**src/rtl/fifo_rr_arbiter.sv**
```systemverilog
// Round-robin write arbiter and pop scheduler in front of a shared FIFO; tracks occupancy itself.
// Latency: one cycle from req/pop_req sampled to registered gnt/fifo_push or fifo_pop/pop_ack.
// Backpressure: grants stall while count==depth or fifo_full; pops stall while count==0.
module fifo_rr_arbiter #(
    parameter int bits  = 32,
    parameter int depth = 16,
    parameter int drvrs = 4
) (
    input  logic                           clk,
    input  logic                           rst,
    input  logic [drvrs-1:0]               req,
    input  logic [drvrs*bits-1:0]          din,
    output logic [drvrs-1:0]               gnt,
    input  logic                           pop_req,
    output logic                           pop_ack,
    output logic                           fifo_push,
    output logic [bits-1:0]                fifo_din,
    output logic                           fifo_pop,
    input  logic                           fifo_full,
    output logic [$clog2(depth+1)-1:0]     count
);

    localparam int LW = $clog2(drvrs);
    localparam int CW = $clog2(depth + 1);

    logic [LW-1:0]   last;
    logic [LW-1:0]   win;
    logic            win_vld;
    logic [bits-1:0] win_dat;
    logic            push_ok;
    logic            pop_ok;
    int              best;

    // Distance of producer i from the slot right after the previous winner.
    function automatic int rr_dist(input int i, input int l);
        return (i + drvrs - 1 - l) % drvrs;
    endfunction

    always_comb begin
        win     = '0;
        win_vld = 1'b0;
        win_dat = '0;
        best    = drvrs;
        for (int i = 0; i < drvrs; i++) begin
            if (req[i] && (rr_dist(i, int'(last)) < best)) begin
                best    = rr_dist(i, int'(last));
                win     = LW'(i);
                win_vld = 1'b1;
                win_dat = din[i*bits +: bits];
            end
        end
    end

    // Decisions use the pre-edge count, so a pop at full frees a slot only for the next cycle.
    assign push_ok = win_vld && (count < CW'(depth)) && !fifo_full;
    assign pop_ok  = pop_req && (count != '0);

    always_ff @(posedge clk or negedge rst) begin
        if (!rst) begin
            gnt       <= '0;
            fifo_push <= 1'b0;
            fifo_din  <= '0;
            fifo_pop  <= 1'b0;
            pop_ack   <= 1'b0;
            count     <= '0;
            last      <= LW'(drvrs - 1);
        end else begin
            gnt       <= push_ok ? ({{(drvrs-1){1'b0}}, 1'b1} << win) : '0;
            fifo_push <= push_ok;
            fifo_pop  <= pop_ok;
            pop_ack   <= pop_ok;
            if (push_ok) begin
                fifo_din <= win_dat;
                last     <= win;
            end
            if (push_ok && !pop_ok) begin
                count <= count + 1'b1;
            end else if (pop_ok && !push_ok) begin
                count <= count - 1'b1;
            end
        end
    end

endmodule

```
**config.mk**
```make
export PLATFORM = sky130hd
export DESIGN_NAME = fifo_rr_arbiter
export DESIGN_NICKNAME = d
export VERILOG_FILES = /design/src/rtl/fifo_rr_arbiter.sv
export SDC_FILE = /design/constraint.sdc
export NUM_CORES = 1
export LEC_CHECK = 0
export BUFFER_PORTS_ARGS = -buffer_cell sky130_fd_sc_hd__buf_2
export CORE_ASPECT_RATIO = 2
export CORE_MARGIN = 8
export CORE_UTILIZATION = 38
export CTS_CLUSTER_DIAMETER = 80
export DETAILED_ROUTE_END_ITERATION = 8
export GPL_ROUTABILITY_DRIVEN = 0
export PLACE_DENSITY = 0.73
export SLEW_MARGIN = 20
export SYNTH_ARGS = -nofsm -noshare
export SYNTH_HDL_FRONTEND = slang
export SYNTH_SLANG_ARGS = --single-unit
```
**constraint.sdc**
```tcl
create_clock -name clk -period 11.03 [get_ports clk]
set_input_delay 2.206 -clock clk [delete_from_list [all_inputs] [get_ports clk]]
set_output_delay 2.206 -clock clk [all_outputs]
set_load 0.05 [all_outputs]
```
==> flow_metrics.env, run 1 <==
export IMPL_status="completed"
export IMPL_die_x_um=76.2
export IMPL_port_buffers=179
export IMPL_syn2layout_area_growth_pct=37.9
export IMPL_final_cells=548
export IMPL_slowest_delay_ns=0.87
export IMPL_hold_viol=0
export IMPL_antenna_found_initial=0
export IMPL_synth_edff_count=0
export IMPL_syn_area_per_cell_um2=9.29
export IMPL_p_per_area_nw_per_um2=368
export IMPL_fp_dieH_um=136
export IMPL_endpoint_kind="flip-flop"
export IMPL_start_kind="primary input"
export IMPL_setup_viol=0
export IMPL_synthCells=296
export IMPL_ant_nets=0
export IMPL_crit_chain="buf_2 -> nand2b_1 -> ha_1 -> a21o_1 -> a21oi_4 -> nor2_1 -> a21oi_1 -> ha_1 -> o22ai_1 -> a22o_1 -> buf_4 -> nand2_1 -> o21a_1 -> ha_1 -> a21oi_1 -> o21ai_0 -> a41oi_4 -> nand2_1 -> a31oi_1"
export IMPL_fin_worst_skew_ns=0.00638
export IMPL_antenna_cells=0
export IMPL_p_sw_w=0.000760
export IMPL_place_hpwl_um=7160
export IMPL_syn_nets=440
export IMPL_critical_path_class="primary input to flip-flop"
export IMPL_worstMarginPinSlew_ns=1.05
export IMPL_ys_warn_count=0
export IMPL_row_count=44
export IMPL_peakVddDrop_mv=0.216
export IMPL_synthFlopType="dfrtp_1"
export IMPL_dr_first_iter_drc_count=111
export IMPL_clock_latency_ns=0.28
export IMPL_swShare=0.545
export IMPL_cts_buffer_depth=2
export IMPL_grt_pass1_wl_um=15200
export IMPL_drv_cap=0
export IMPL_cts_tree="built"
export IMPL_cp_arrival_ns=7.18
export IMPL_synth_area_um2=2750
export IMPL_fin_nets=599
export IMPL_pin_count=180
export IMPL_cts_buffers=5
export IMPL_intPower_w=0.000636
export IMPL_required_ns=11.22
export IMPL_min_period_ns=6.99
export IMPL_grt_max_degree=72
export IMPL_crit_slowest_cell="a41oi_4"
export IMPL_h_tree_depth=2
export IMPL_slew_viol_final=0
export IMPL_dr_pass1_iters=4
export IMPL_design_area_um2=3790
export IMPL_seqPwrFrac=0.215
export IMPL_p_clk_frac=0.102
export IMPL_post_cts_setup_buffers=0
export IMPL_routed_wl_um=9600
export IMPL_crit_path_frequent_cell="ha_1"
export IMPL_dieArea_um2=10400
export IMPL_ys_ff_latch=45
export IMPL_max_slew_margin=0.300
export IMPL_rsz0062_at_grt="no"
export IMPL_hold_path_class="flip-flop to flip-flop"
export IMPL_wl_per_cell_um=17.5
export IMPL_placedCellCount=540
export IMPL_initial_core_util=0.384
export IMPL_power_frac_comb=0.683
export IMPL_layout_drive_gt1_share=0.434
export IMPL_core_region_area_um2=7160
export IMPL_n_fill_cell=713
export IMPL_seq_area_frac_synth=0.410
export IMPL_setup_tns_final_ns=0
export IMPL_grtUsageTotal=0.177
export IMPL_path_max_fanout=37
export IMPL_regArea_um2=1130
export IMPL_async_flop_share=1.00
export IMPL_fin_crit_sh=0.634
export IMPL_total_leakage_power_nw=1.78
export IMPL_clkSinkCount=45
export IMPL_detail_route_vias_per_cell=5.46
export IMPL_cts_root_buffer="clkbuf_16"
export IMPL_grt_ovfl_total=0
export IMPL_drc=0
export IMPL_fmax_mhz=143
export IMPL_cts_resized=0
export IMPL_dpl_cell_area_um2=3650
export IMPL_grt_pass1_vias=3024
export IMPL_holdBufCountCts=0
export IMPL_multi_input_area_um2=1480
export IMPL_vias=2993
export IMPL_yosysUniqueCellTypes=36
export IMPL_clk_pin_slew_ns=0.06
==> cell families (layout without fill, tap and decap cells) <==
group / after synthesis / count (layout) / share of synthesized area
AOI/OAI and AO/OA: 120 / 120 / 0.345
and+or+nand+nor: 82 / 82 / 0.124
DFF: 45 / 45 / 0.410
buffers and inverters: 34 / 194 / 0.0578
adders and majority gates: 8 / 8 / 0.0391
xor gates and xnor gates: 6 / 6 / 0.0191
muxes: 1 / 1 / 0.00409
==> worst paths after layout <==
check,from,endpoint,slack (ns),cells past startpoint
setup / recovery,req[0],fifo_din[31],4.04,19
hold / removal,count[2],count[2],0.53,2
setup reg to reg,last[0],fifo_din[31],5.41,18
hold reg to reg,count[2],count[2],0.53,2
max in group asynchronous,rst,fifo_din[22],8.71,1
min in group asynchronous,rst,count[1],1.92,1
==> power by group through the flow <==
| stage | clock [W] | sequential (W) | combinational (W) |
|---|---|---|---|
| after floorplan | 0 | 0.000556 | 0.000504 |
| after global placement | 0 | 0.000300 | 0.000945 |
| after detailed placement | 0 | 0.000302 | 0.000958 |
| after CTS | 0.000148 | 0.000300 | 0.000959 |
| after global routing | 0.000153 | 0.000312 | 0.00103 |
| final | 0.000142 | 0.000300 | 0.000954 |
==> routing by layer <==
layer  GRT usage  routed length [um]  share of wire  vias up
met5           0                   0              0        -
met3      0.0636                 979           0.10        8
met1       0.207                3980           0.41     1358
met4      0.0496                 109          0.011        0
li1            -                   -              -     1452
met2       0.297                4530           0.47      175
==> cells in the final DEF (no fill, tap or decap), types with 2 or more instances in the layout <==
cell type and n:
dfstp_2 2, nor2_1 38, buf_4 3, o21ai_1 2, a21oi_1 6, a221o_1 32
a31oi_1 32, dfrtp_1 43, clkbuf_16 5, o211ai_1 32, o21ai_0 4, a21o_1 3
clkinv_2 2, xor2_1 3, o21a_1 2, xnor2_1 3, ha_1 7, inv_1 5
buf_2 178, nand2_1 35
==> final cells by class <==
type                            count  share of cell area
Sequential cell                    45               0.298
Clock inverter                      2             0.00264
Inverter                            5             0.00495
Tap cell                           92              0.0304
Multi-Input combinational cell    217               0.390
Timing Repair Buffer              181               0.241
Clock buffer                        6              0.0340
==> metrics by stage <==
| step | hold slack (ns) | setup slack (ns) | power [W] | util |
|---|---|---|---|---|
| after floorplan | 0.507 | 4.88 | 0.00106 | - |
| after global placement | 0.515 | 3.92 | 0.00124 | 0.510 |
| after detailed placement | 0.517 | 3.74 | 0.00126 | 0.510 |
| after CTS | 0.532 | 4.05 | 0.00141 | 0.529 |
| after global routing | 0.562 | 3.53 | 0.00150 | 0.530 |
| final | 0.533 | 4.04 | 0.00140 | 0.530 |
==> flip-flops by register name, summed over array words and instances (netlist names) <==
signal	cells
last	2
count	5
fifo_pop	1
fifo_push	1
gnt	4
fifo_din	32
==> critical path, delay by kind of cell <==
family,cells,cell delay (ns)
AOI/OAI and AO/OA,10,3.14
adders and majority gates,3,0.88
buffers and inverters,2,0.51
and+or+nand+nor,4,0.41
==> cells in the mapped netlist (4+ instances only) <==
cell      number  area [um2]
dfrtp_1       43        1080
nor2_1        38         143
nand2_1       35         131
a221o_1       32         320
a31oi_1       32         200
o211ai_1      32         240
clkbuf_1      14        52.6
buf_2         10        50.1
ha_1           7        87.6
a21oi_1        6        30.0
buf_4          5        37.5
inv_1          5        18.8
o21ai_0        4        20.0
No activity file was read; power rests on OpenSTA's default activity.
==> inputs of run 2 (changes only) <==
- PLACE_DENSITY: 0.73 -> 0.76
- clock period: 11.03 -> 5.9 ns (I/O delays scaled with it)
==> run 2 against run 1 <==
  * Register-to-register slack got worse by 4.5 ns
  * Sequential power increased by 87%
  * Global-route usage rose by 1.5 points
  * Critical path depth up 1
  * Via count grew 1.8%
  * Sequential cell count did not move
  * Final area is 2.2% higher
  * First-iteration DRC count grew 25%
  * Sequential share of layout area is 0.63 points lower
  * Count of clock-buffer cells in the layout rose by 1
  * Power grew 94%
  * Critical path type unchanged
  * Largest power group unchanged
==> flow_metrics.env, run 2 (same netlist as run 1, synthesis figures left out) <==
export IMPL_setup_viol=0
export IMPL_dr_first_iter_drc_count=139
export IMPL_peakVddDrop_mv=0.316
export IMPL_hold_slack_ns=0.540
export IMPL_start_kind="primary input"
export IMPL_min_period_ns=5.32
export IMPL_syn2layout_area_growth_pct=40.9
export IMPL_critical_path_class="primary input to flip-flop"
export IMPL_fin_worst_skew_ns=0.00542
export IMPL_dr_pass1_iters=4
export IMPL_fin_crit_sh=0.902
export IMPL_fin_nets=604
export IMPL_critPathBufInv=3
export IMPL_vias=3046
export IMPL_core_region_area_um2=7160
export IMPL_initial_core_util=0.384
export IMPL_hold_viol=0
export IMPL_die_x_um=76.2
export IMPL_status="completed"
export IMPL_grt_max_degree=72
export IMPL_path_max_fanout=18
export IMPL_port_buffers=179
export IMPL_n_fill_cell=723
export IMPL_grt_pass1_wl_um=16000
export IMPL_clk_pin_slew_ns=0.06
export IMPL_dieArea_um2=10400
export IMPL_max_slew_margin=0.566
export IMPL_pin_count=180
export IMPL_hold_path_class="flip-flop to flip-flop"
export IMPL_crit_path_frequent_cell="ha_1"
export IMPL_crit_slowest_cell="a41oi_4"
export IMPL_reg_top3="fifo_din: 32 flops, count: 5 flops, gnt: 4 flops"
export IMPL_row_count=44
export IMPL_mostFrequentLayoutCells="buf_2, dfrtp_1, nor2_1"
export IMPL_slew_viol_final=0
export IMPL_place_hpwl_um=7980
export IMPL_fmax_mhz=188
export IMPL_clock_latency_ns=0.28
export IMPL_grt_ovfl_total=0
export IMPL_layout_drive_gt1_share=0.438
export IMPL_largest_reg_flops=32
export IMPL_cts_buffers=5
export IMPL_required_ns=6.10
export IMPL_regMostFlops="fifo_din"
export IMPL_cts_buffer_depth=2
export IMPL_drc=0
export IMPL_antenna_found_initial=0
export IMPL_total_leakage_power_nw=1.83
export IMPL_holdBufCountCts=0
export IMPL_p_per_area_nw_per_um2=700
export IMPL_endpoint_kind="flip-flop"
export IMPL_fp_dieH_um=136
export IMPL_drv_cap=0
export IMPL_worstMarginPinSlew_ns=0.651
export IMPL_crit_chain="buf_2 -> nand2b_1 -> ha_1 -> a21o_1 -> a21oi_2 -> buf_4 -> nor2_1 -> a21oi_1 -> ha_1 -> o22ai_1 -> a22o_1 -> nand2_1 -> o21a_1 -> ha_1 -> a21oi_1 -> o21ai_0 -> a41oi_4 -> buf_4 -> nand2_1 -> a31oi_1"
export IMPL_detail_route_vias_per_cell=5.51
export IMPL_final_common_cell="buf_2"
export IMPL_setup_tns_final_ns=0
export IMPL_clkSinkCount=45
export IMPL_cts_root_buffer="clkbuf_16"
export IMPL_wl_per_cell_um=18.0
export IMPL_h_tree_depth=2
export IMPL_antenna_cells=0
export IMPL_grtUsageTotal=0.192
export IMPL_critPathTopFamily="compound AO/OA/AOI/OAI gates"
export IMPL_slowest_delay_ns=0.55
export IMPL_post_cts_setup_buffers=0
export IMPL_cts_tree="built"
export IMPL_ant_nets=0
export IMPL_cp_arrival_ns=5.52
export IMPL_grt_pass1_vias=3328
export IMPL_routed_wl_um=9970
export IMPL_cts_resized=0
export IMPL_rsz0062_at_grt="no"
-- run 2: stage by stage --
step                total power (W)  area [um2]  setup slack, ns  instances   util
finish                      0.00271        3870            0.580        553  0.541
global route                0.00291        3870            0.228        553  0.541
CTS                         0.00272        3840            0.601        552  0.537
detailed placement          0.00239        3670            0.296        544  0.513
global placement            0.00236        3670            0.472        544  0.513
floorplan                   0.00198        2750            0.775        296      -
-- run 2: final timing paths --
| kind | start | endpoint | slack, ns | depth (start not counted) |
|---|---|---|---|---|
| max | req[0] | fifo_din[12] | 0.58 | 20 |
| max reg2reg | last[1] | fifo_din[12] | 0.89 | 19 |
| max in group asynchronous | rst | fifo_din[23] | 4.60 | 1 |
| min | last[0] | last[0] | 0.54 | 2 |
| min reg2reg | last[0] | last[0] | 0.54 | 2 |
| min in group asynchronous | rst | fifo_din[18] | 0.91 | 1 |
-- run 2: worst min-delay path, cell delays in order, from the launching register on --
cell	delay, ns
dfstp_2	0.39
nor2_1	0.10
a21oi_1	0.04
-- run 2: routing by layer --
metal	vias up	wire length (um)	global-route usage
li1	1468	-	-
met1	1363	3920	0.200
met2	200	4510	0.321
met3	15	1290	0.0934
met4	0	244	0.0808
met5	-	0	0
-- run 2: power by group --
group	total (W)	leakage (nW)	switching, W	internal, W
clock network	0.000324	0.0841	0.000113	0.000212
registers	0.000561	0.519	0.0000959	0.000465
logic	0.00183	1.22	0.00123	0.000596
-- run 2: cell type report --
type	count	area [um2]	share of cell area
sequential	45	1130	0.291
clock inverter	1	30.0	0.00775
tap	92	115	0.0297
inverter	5	18.8	0.00484
clock buffer	7	143	0.0368
timing repair buffer	186	971	0.251
multi-input combinational	217	1470	0.379
